===== config.mk =====
export PLATFORM = sky130hd
export DESIGN_NAME = pwm_demod
export DESIGN_NICKNAME = d
export VERILOG_FILES = /design/src/rtl/pwm_pkg.sv /design/src/rtl/pwm_demod_sync_ff.sv /design/src/rtl/pwm_demod.sv
export SDC_FILE = /design/constraint.sdc
export NUM_CORES = 1
export LEC_CHECK = 0
export ABC_AREA = 1
export ABC_CLOCK_PERIOD_IN_PS = 2250
export CORE_MARGIN = 2
export CORE_UTILIZATION = 57
export DETAILED_ROUTE_END_ITERATION = 10
export PLACE_DENSITY_LB_ADDON = 0.2
export SYNTH_ARGS = -nofsm -noshare
export SYNTH_HDL_FRONTEND = slang
export SYNTH_SLANG_ARGS = --single-unit

===== constraint.sdc =====
create_clock -name clk -period 2.25 [get_ports clk]
set_clock_uncertainty 0.2 [all_clocks]
set_input_delay 0.45 -clock clk [delete_from_list [all_inputs] [get_ports clk]]
set_output_delay 0.45 -clock clk [all_outputs]
set_load 0.005 [all_outputs]

===== src/rtl/pwm_pkg.sv =====
// Constants and state encoding shared by the PWM generator and demodulator.
package pwm_pkg;

  localparam int PWM_BITS   = 8;
  localparam int PWM_PERIOD = 256;

  localparam logic [PWM_BITS-1:0] PWM_LAST = PWM_BITS'(PWM_PERIOD - 1);

  typedef enum logic {
    HUNT,
    MEASURE
  } pwm_demod_state_t;

  // A frame carrying sample N is high for N+1 cycles, so the level is one less than the count.
  function automatic logic [PWM_BITS-1:0] pwm_level(input logic [PWM_BITS:0] highCount);
    return PWM_BITS'(highCount - (PWM_BITS + 1)'(1));
  endfunction

endpackage


===== src/rtl/pwm_demod_sync_ff.sv =====
// N-flop bit synchroniser for an asynchronous input, cleared to 0 on reset.
module sync_ff #(
  parameter int N = 2
) (
  input  logic clk,
  input  logic reset,
  input  logic d_i,
  output logic q_o
);

  logic [N-1:0] chain_q;

  always_ff @(posedge clk or negedge reset) begin
    if (!reset) begin
      chain_q <= '0;
    end else begin
      chain_q <= {chain_q[N-2:0], d_i};
    end
  end

  assign q_o = chain_q[N-1];

endmodule


===== src/rtl/pwm_demod.sv =====
// PWM demodulator: synchronises the PWM line, aligns to 256-cycle frames and
// turns each frame's high time back into an 8-bit sample with lock/error status.
module pwm_demod
  import pwm_pkg::*;
#(
  parameter int SYNC_STAGES = 2
) (
  input  logic                clk,
  input  logic                reset,
  input  logic                pwm_in,
  output logic [PWM_BITS-1:0] sample_out,
  output logic                sample_valid,
  output logic                locked,
  output logic                frame_error
);

  logic                lineSync;
  logic                lineDly_q;
  logic                rise;

  pwm_demod_state_t    state_q, state_d;
  logic [PWM_BITS-1:0] frameCnt_q, frameCnt_d;
  logic [PWM_BITS:0]   highCnt_q, highCnt_d;
  logic [PWM_BITS-1:0] sample_q, sample_d;
  logic                valid_q, valid_d;
  logic                locked_q, locked_d;
  logic                error_q, error_d;

  sync_ff #(
    .N(SYNC_STAGES)
  ) uSync (
    .clk  (clk),
    .reset(reset),
    .d_i  (pwm_in),
    .q_o  (lineSync)
  );

  assign rise = lineSync & ~lineDly_q;

  always_ff @(posedge clk or negedge reset) begin
    if (!reset) begin
      lineDly_q  <= 1'b0;
      state_q    <= HUNT;
      frameCnt_q <= '0;
      highCnt_q  <= '0;
      sample_q   <= '0;
      valid_q    <= 1'b0;
      locked_q   <= 1'b0;
      error_q    <= 1'b0;
    end else begin
      lineDly_q  <= lineSync;
      state_q    <= state_d;
      frameCnt_q <= frameCnt_d;
      highCnt_q  <= highCnt_d;
      sample_q   <= sample_d;
      valid_q    <= valid_d;
      locked_q   <= locked_d;
      error_q    <= error_d;
    end
  end

  always_comb begin
    state_d    = state_q;
    frameCnt_d = frameCnt_q;
    highCnt_d  = highCnt_q;
    sample_d   = sample_q;
    valid_d    = 1'b0;
    locked_d   = locked_q;
    error_d    = 1'b0;

    unique case (state_q)
      HUNT: begin
        if (rise) begin
          state_d    = MEASURE;
          frameCnt_d = PWM_BITS'(1);
          highCnt_d  = (PWM_BITS + 1)'(1);
        end else if (lineSync) begin
          // A full frame of high level with no edge is a full-scale sample.
          if (frameCnt_q == PWM_LAST) begin
            sample_d   = PWM_LAST;
            valid_d    = 1'b1;
            locked_d   = 1'b1;
            state_d    = MEASURE;
            frameCnt_d = '0;
            highCnt_d  = '0;
          end else begin
            frameCnt_d = frameCnt_q + PWM_BITS'(1);
          end
        end else begin
          frameCnt_d = '0;
        end
      end

      MEASURE: begin
        frameCnt_d = frameCnt_q + PWM_BITS'(1);
        highCnt_d  = highCnt_q + {{PWM_BITS{1'b0}}, lineSync};
        if (frameCnt_q == '0) begin
          if (lineSync) begin
            highCnt_d = (PWM_BITS + 1)'(1);
          end else begin
            error_d    = 1'b1;
            locked_d   = 1'b0;
            state_d    = HUNT;
            frameCnt_d = '0;
            highCnt_d  = '0;
          end
        end else if (rise) begin
          // A second edge inside a frame wins over frame end: re-align on it.
          error_d    = 1'b1;
          locked_d   = 1'b0;
          frameCnt_d = PWM_BITS'(1);
          highCnt_d  = (PWM_BITS + 1)'(1);
        end else if (frameCnt_q == PWM_LAST) begin
          sample_d = pwm_level(highCnt_q + {{PWM_BITS{1'b0}}, lineSync});
          valid_d  = 1'b1;
          locked_d = 1'b1;
        end
      end

      default: begin
        state_d = HUNT;
      end
    endcase
  end

  assign sample_out   = sample_q;
  assign sample_valid = valid_q;
  assign locked       = locked_q;
  assign frame_error  = error_q;

endmodule


; Yosys cells after proc, flatten, opt, wreduce, memory -nomap -nowiden
; Index checks and enable logic that the tools add are counted.
[totals]
regBits = 32
input_bits = 3
out_inout_bits = 11
word_cells = 71
[classes]
add_sub_neg = 3
eq_ne = 10
n_mux = 42
bitwise = 3
n_reduce_logical = 4
[op_table]
columns = operator, count
row1 = 8-bit two-way mux, 12
row2 = 9-bit two-way mux, 5
row3 = 8-bit case mux with 2 select lines, 2
row4 = 1-bit two-way mux, 19
row5 = 9-bit case mux with 2 select lines, 1
row6 = 9-bit by 1-bit adder with 9-bit output, 1
row7 = 8-bit by 1-bit adder with 8-bit output (second input constant), 1
row8 = 8-bit equality test (second input constant), 1
row9 = 8-bit logical NOT, 1
row10 = 2-bit != test (second input constant), 4
row11 = 8-bit by 1-bit subtractor with 8-bit output (second input constant), 1
row12 = 3-bit != test (second input constant), 2
row13 = 1-bit case mux with 2 select lines, 3
row14 = 6-bit AND reduction, 1
row15 = 2-bit by 1-bit != test with 1-bit output (second input constant), 2
row16 = 3-bit by 2-bit != test with 1-bit output (second input constant), 1
row17 = 3-bit AND reduction, 1
row18 = 1-bit NOT, 2
row19 = 2-bit AND reduction, 1
row20 = 1-bit bitwise AND, 1

; Depth between registers and ports, before layout
; Gate-level depths: netlist of the first run.
[depth]
depth_word = 6
ltp_mapped = 12
depth_no_buf = 12

; By module
; From an unflattened synthesis of the first run, not the netlist that was laid out.
[hier_totals]
cells_unflattened = 233
area_unflattened_um2 = 1785.5
[modules_own_cells]
columns = module, n_inst, cells_each, area_each_um2, seq_area_each_um2
row1 = pwm_demod, 1, 231, 1735.4, 725.7
row2 = sync_ff, 1, 2, 50.0, 50.0

; Least setup slack after synthesis of the first run
; No wires, ideal clock.
[synth_timing]
path_type = reg2reg
startpoint = register uSync.chain_q[1]
endpoint = register sample_q[6] (netlist: sample_out[6])
setup_time_ps = 113
arrival_ps = 1520
required_time_ps = 1937
slack_ps = 417
stages_incl_launch_ff = 11
n_path_buf = 0
synth_period_minus_slack_ps = 1833
path_cell_list = dfrtp_1 -> ha_1 -> xnor2_2 -> ha_1 -> nand2_1 -> nor2_2 -> nand3_1 -> nand2_1 -> nand3_1 -> nand2_1 -> inv_1
[synth_between]
elab_chain_cells = 6
word_cells_on_any_way = 11
classes_between = 2 x add/sub / 3 x eq/ne / 4 x mux / 1 x bitwise / 1 x reduce/logical
[synth_rtl]
columns = element, line
row1 = "start, declared", pwm_demod_sync_ff.sv:11  ; logic [N-1:0] chain_q;
row2 = "start signal, assigned", pwm_demod_sync_ff.sv:17  ; chain_q <= {chain_q[N-2:0], d_i};
row3 = 9-bit by 1-bit adder with 9-bit output, pwm_demod.sv:114  ; sample_d = pwm_level(highCnt_q + {{PWM_BITS{1'b0}}, lineSync});
row4 = 8-bit by 1-bit subtractor with 8-bit output, pwm_pkg.sv:16  ; return PWM_BITS'(highCount - (PWM_BITS + 1)'(1));
row5 = 8-bit two-way mux, pwm_demod.sv:113  ; end else if (frameCnt_q == PWM_LAST) begin
row6 = 8-bit two-way mux, pwm_demod.sv:107  ; end else if (rise) begin
row7 = 8-bit two-way mux, pwm_demod.sv:97  ; if (frameCnt_q == '0) begin
row8 = 8-bit case mux with 2 select lines, pwm_demod.sv:71  ; unique case (state_q)
row9 = "end signal, assigned", pwm_demod.sv:55  ; sample_q <= sample_d;
row10 = "end, declared", pwm_demod.sv:24  ; logic [PWM_BITS-1:0] sample_q, sample_d;
; Several ways; a longest one is shown, not always the timed one. The select of a mux whose other input is x is not followed.
; A chain may end at the register's enable or synchronous reset.

; Final worst setup path of the first run
; Same ends and word-level chain as after synthesis.

==> results of run 1 <==
==> stage by stage <==
stage / instances / power (W) / cell area, sq um
after floorplan: 221 / 0.001258 / 1794
after global placement: 277 / 0.001383 / 1972
after detailed placement: 277 / 0.001394 / 1972
after CTS: 285 / 0.001864 / 2058
after global routing: 285 / 0.002006 / 2058
final: 285 / 0.001840 / 2058
==> where the power goes <==
part,internal [W],total [W],switching [W]
Clock,0.000262,0.000460,0.000198
Sequential,0.000624,0.000706,0.0000827
Combinational,0.000259,0.000674,0.000415
==> cell type report <==
| class | count | area, sq um |
|---|---|---|
| Clock buffer | 6 | 51.30 |
| Clock inverter | 2 | 35.03 |
| Fill cell | 239 | 969.7 |
| Inverter | 44 | 170.2 |
| Multi-Input combinational cell | 143 | 825.8 |
| Sequential cell | 31 | 775.7 |
| Tap cell | 44 | 55.05 |
| Timing Repair Buffer | 15 | 145.1 |
==> registers in the layout, summed over array words and instances, names as in the netlist <==
name	count
uSync.chain_q	2
locked	1
state_q	1
lineDly_q	1
sample_out	8
highCnt_q	8
frame_error	1
sample_valid	1
frameCnt_q	8
==> kinds of logic after synthesis <==
group,count (synthesis),share of synthesized area
AO/OA/AOI/OAI,30,0.1039
XOR/XNOR,6,0.03347
adder cells (fa/ha/maj),5,0.03487
buffers and inverters,47,0.1074
flip-flops,31,0.4324
AND/OR/NAND/NOR,102,0.2880
==> critical path, stage by stage (launching register included) <==
cell and delay, ps:
dfrtp_1 410, ha_1 270, xnor2_2 200, ha_1 210, nand2_1 70, nor2_2 160
nand3_1 90, nand2_1 70, nand3_1 70, nand2_1 60, inv_1 30
==> cell usage in the layout, fill, tap and decap left out, types with 2 or more instances in the layout <==
cell,netlist,layout
xnor2_1,4,4
ha_1,5,5
nand3_2,3,3
nor2_4,4,4
nand3_1,18,18
o2111ai_1,2,2
clkbuf_4,0,5
nand4_1,4,4
clkdlybuf4s50_1,0,13
a21oi_1,3,3
dfrtp_1,31,31
inv_1,40,40
nor2_1,21,21
nor2_2,4,4
buf_4,3,2
nand2_2,3,3
o22ai_1,7,7
o21ai_0,7,7
o21ai_1,7,7
nand2_1,40,40
inv_2,3,3
==> path summary, 6_finish.rpt <==
kind / start / end / slack [ps] / cells past startpoint
min in group asynchronous: reset / highCnt_q[7]$_DFFE_PN0P_ / 290 / 2
worst max register to register: uSync.chain_q[1]$_DFF_PN0_ / sample_out[6]$_DFFE_PN0P_ / 330 / 10
worst max-delay path: uSync.chain_q[1]$_DFF_PN0_ / sample_out[6]$_DFFE_PN0P_ / 330 / 10
worst min-delay path: uSync.chain_q[0]$_DFF_PN0_ / uSync.chain_q[1]$_DFF_PN0_ / 210 / 0
max in group asynchronous: reset / frameCnt_q[0]$_DFF_PN0_ / 1270 / 2
worst min register to register: uSync.chain_q[0]$_DFF_PN0_ / uSync.chain_q[1]$_DFF_PN0_ / 210 / 0
==> routing by layer <==
metal  wire [um]  share of wire  up-vias  track usage
met5           0              0        -            0
met4          40          0.012        0      0.07937
met3         156          0.046        6      0.06710
met2        1654           0.49       33       0.3525
met1        1546           0.46      639       0.2730
li1            -              -      742            -
==> metrics.cfg, run 1 <==
[yosys]
synth_common_cells=inv_1, nand2_1, dfrtp_1, nor2_1, nand3_1
synth_nets=229
syn-instance-count=221
synthTopCellsByArea=dfrtp_1, inv_1, nand2_1
synth.distinct_cells=31
synth.avg_cell_area_sq_um=8.119
synth_top_cell_area_share=0.4324
synthFlopType=dfrtp_1
synth_top_area_cell=dfrtp_1
ys_warn_count=0
syn_area_sq_um=1794
yosysSeqAreaShare=0.4324
synth_edf_count=0
synthArstFlopShare=1.000
yosys_register_bits=31

[floorplan]
die_area_sq_um=3613
start_util=0.5926
core_sq_um=3028
die_h_um=60.11
num_io_pins=14
rows=20
fp.dieW_um=60.11

[min_path]
holdCritPathClass=flop to flop

[cells_and_area]
num_antenna_cells=0
drive_above_1_share=0.1411
final_nets=248
area_growth_pct=14.71
fin_util=0.6798

[pwr]
power_density_nw_per_um2=894.2
p_leak_nw=1.034
ir_worst_vdd_v=0.0005320

[global_route]
antenna_found_initial=0
grt_pass1_vias=1278
grt_use_total=0.2178
grt_overflow=0
grt_start_max_net_pins=32
grt_pass1_wl_mm=5.699

[clock_network]
cts.clk_slew.worst_paths_ps=100
cts_setup_buffers=0
cts_hold_buf=0
cts_tree=yes
cts_made_buffers=5
cts_root_buffer=clkbuf_4
cts_resized=0
worstSkewPairLatency_ps=340
cts_sinks=31
htree_levels=2
clockBufferDepth=2

[timing]
fin_crit_ps=1922
fin_crit_sh=0.8542
setup_viol=0
drv_slew=0
setup_slack_ps=328.1
final.setup.tns_ps=0
rsz0062_at_grt=no
whs_ps=211.2
max_freq_mhz=520.3
relSlewSlack=0.7423
finalHoldViolCount=0
worstMarginPinSlew_ps=386.6

[setup_path]
startpoint_type=flop
required_ps=2300
crit_fanout=4
end_kind=flop
crit_arrival_ps=1970
critPathKind=flop to flop

[placed_design]
gp_congestion=0.8749
numPortBuffers=13
dpl.hpwl_mm=2.472
dp_slack_ps=318.8

[outcome]
outcome=complete, no violations

[routing]
ant_nets=0
drt-initial-drc-count=89
dr.pass1.iters=4
routed_via_density=4.982
drt-total-wl_mm=3.397
num_vias=1420
drc_errors=0
routedWlPerCell_um=11.92

[flow_run]
maxCapViolCount=0

(Power assumes the default switching activity.)
==> run 2, diff against run 1 <==
- CTS_CLUSTER_DIAMETER: not set -> 100
==> results of run 2 <==
The final DEF is identical to that of run 1; final timing and power are the same.
==> run 3, diff against run 2 <==
- ABC_CLOCK_PERIOD_IN_PS: 2250 -> 2100
- clock period: 2.25 -> 2.1 ns (I/O delays scaled with it)
==> run 3 against run 2 <==
  * Hold slack better by 32 ps
  * Power up 4.1%
  * First-iteration DRC count fell by 24%
  * Sequential cell count did not move
  * Utilization about the same
  * Highest routed layer unchanged
  * Largest power group is now combinational logic
  * Global-route usage is 0.43 points higher
  * Clock power fell by 13%
  * Fmax is 2.4% higher
  * Non-clock buffer count increased by 2
  * Register-to-register slack lost 100 ps
  * Critical path depth is the same
  * Cell count rose by 0.70%
  * Critical endpoint unchanged
  * Largest cell class unchanged
==> metrics.cfg, run 3 (synthesis results as in run 1) <==
[outcome]
outcome=complete, no violations  ; unchanged

[setup_path]
cpMostUsedCell=nand2_1  ; unchanged
timing.rr.end=sample_out[6]$_DFFE_PN0P_  ; unchanged
required_ps=2130  ; was 2300 ps
cp_top_family=simple AND/OR/NAND/NOR gates  ; unchanged
cp_slowest_cell=dfrtp_1  ; unchanged
cp_slowest_stage_delay_ps=410  ; about the same
crit_end=sample_out[6]$_DFFE_PN0P_  ; unchanged
reg2reg_depth=10  ; unchanged
end_kind=flop  ; unchanged
cp.depth=10  ; unchanged
worst-path-buf-inv=1  ; unchanged
rr_startpoint=uSync.chain_q[1]$_DFF_PN0_  ; unchanged
path_cells=ha_1, xnor2_2, ha_1, nand2_1, nor2_2, nand3_1, nand2_1, nand3_1, nand2_1, inv_1  ; unchanged
critPathKind=flop to flop  ; unchanged
startpoint_type=flop  ; unchanged
reg2reg_slack_ps=220  ; was 330 ps
crit_fanout=4  ; unchanged
crit_arrival_ps=1910  ; was 1970 ps
worstSetupStartpoint=uSync.chain_q[1]$_DFF_PN0_  ; unchanged

[placed_design]
placed_cells=279  ; was 277
numPortBuffers=13  ; unchanged
dpl.hpwl_mm=2.544  ; was 2.472 mm
place_area_sq_um=1987  ; was 1972 sq um
dp_slack_ps=228.3  ; was 318.8 ps
gp_congestion=0.8503  ; was 0.8749

[cells_and_area]
final_nets=250  ; was 248
fillers=262  ; was 239
seq_area_sq_um=775.7  ; unchanged
final_area_sq_um=2059  ; was 2058 sq um
fin_cells=287  ; was 285
area_growth_pct=14.78  ; was 14.71%
mostFrequentLayoutCells=inv_1, nand2_1, dfrtp_1  ; unchanged
multi_input_area_sq_um=825.8  ; unchanged
num_antenna_cells=0  ; unchanged
drive_above_1_share=0.1481  ; was 0.1411

[timing]
drv_slew=0  ; unchanged
worstMarginPinSlew_ps=397.5  ; was 386.6 ps
rsz0062_at_grt=no  ; unchanged
setup_slack_ps=223.5  ; was 328.1 ps
fin_crit_sh=0.8936  ; was 0.8542
setup_viol=0  ; unchanged
final.setup.tns_ps=0  ; unchanged
max_freq_mhz=532.9  ; was 520.3 MHz
relSlewSlack=0.7350  ; was 0.7423
finalHoldViolCount=0  ; unchanged
fin_crit_ps=1877  ; was 1922 ps

[global_route]
grt_pass1_vias=1421  ; was 1,278
grt_overflow=0  ; unchanged
grt_start_max_net_pins=32  ; unchanged
grt_pass1_wl_mm=5.947  ; was 5.699 mm
antenna_found_initial=0  ; unchanged
grt_use_total=0.2221  ; was 0.2178

[clock_network]
cts_hold_buf=0  ; unchanged
cts_made_buffers=5  ; unchanged
cts_resized=0  ; unchanged
worstSkewPairLatency_ps=320  ; was 340 ps
cts_tree=yes  ; unchanged
cts_sinks=31  ; unchanged
cts_root_buffer=clkbuf_4  ; unchanged
cts_setup_buffers=0  ; unchanged
htree_levels=2  ; unchanged
clockBufferDepth=2  ; unchanged
cts.clk_slew.worst_paths_ps=90  ; was 100 ps

[routing]
routedWlPerCell_um=11.56  ; was 11.92 um
drc_errors=0  ; unchanged
dr.pass1.iters=4  ; unchanged
drt-initial-drc-count=68  ; was 89
drt-total-wl_mm=3.317  ; was 3.397 mm
ant_nets=0  ; unchanged
routed_via_density=5.052  ; was 4.982
num_vias=1450  ; was 1,420

[floorplan]
die_area_sq_um=3613  ; unchanged
fp.dieW_um=60.11  ; unchanged
rows=20  ; unchanged
die_h_um=60.11  ; unchanged
start_util=0.5926  ; unchanged
core_sq_um=3028  ; unchanged
num_io_pins=14  ; unchanged

[flow_run]
maxCapViolCount=0  ; unchanged

[pwr]
p_leak_nw=1.032  ; was 1.034 nW
power_density_nw_per_um2=929.9  ; was 894.2 nW/um^2
ir_worst_vdd_v=0.0007348  ; was 0.0005320 V

[min_path]
holdCritPathClass=flop to flop  ; unchanged

[run 3: changes by cell type in the layout (fill, tap and decap cells not counted), sizes merged]
cell	before	now
buf	2	4
bufinv	1	0
clkbuf	6	7
clkinv	2	1
clkinvlp	0	1
[run 3: where the power goes]
part           internal, W  switching, W
sequential        0.000668     0.0000895
combinational     0.000307      0.000452
clock             0.000196      0.000202
total              0.00117      0.000744
[run 3: through the flow]
step	hold WS [ps]	power (W)	utilization
after detailed placement	209.7	0.001532	0.6562
after floorplan	-75.59	0.001348	-
after global routing	245.9	0.002089	0.6802
final	243.2	0.001915	0.6802
after global placement	187.2	0.001517	0.6562
after CTS	232.0	0.001936	0.6802
[run 3: worst min-delay path by stage]
| stage | endpoint | from | depth (start not counted) | slack (ps) |
|---|---|---|---|---|
| 2_1_floorplan | frameCnt_q[0]$_DFF_PN0_ | reset | 0 | -80 |
| 3_3_place_gp | uSync.chain_q[1]$_DFF_PN0_ | uSync.chain_q[0]$_DFF_PN0_ | 0 | 190 |
| 3_5_place_dp | uSync.chain_q[1]$_DFF_PN0_ | uSync.chain_q[0]$_DFF_PN0_ | 0 | 210 |
| 4_1_cts | uSync.chain_q[1]$_DFF_PN0_ | uSync.chain_q[0]$_DFF_PN0_ | 0 | 230 |
| 5_1_grt | uSync.chain_q[1]$_DFF_PN0_ | uSync.chain_q[0]$_DFF_PN0_ | 0 | 250 |
| 6_report | uSync.chain_q[1]$_DFF_PN0_ | uSync.chain_q[0]$_DFF_PN0_ | 0 | 240 |
[run 3: layout make-up]
| class | instances | share of cell area |
|---|---|---|
| sequential | 31 | 0.3767 |
| tap | 44 | 0.02673 |
| clock inverter | 1 | 0.003645 |
| multi-input combinational | 143 | 0.4010 |
| clock buffer | 7 | 0.03159 |
| timing repair buffer | 17 | 0.07776 |
| inverter | 44 | 0.08262 |
[run 3: layer usage]
metal	up-vias	GRT usage	share of wire
met4	0	0.09206	0.026
met3	7	0.06061	0.038
li1	746	-	-
met2	27	0.3680	0.47
met1	670	0.2710	0.46
met5	-	0	0
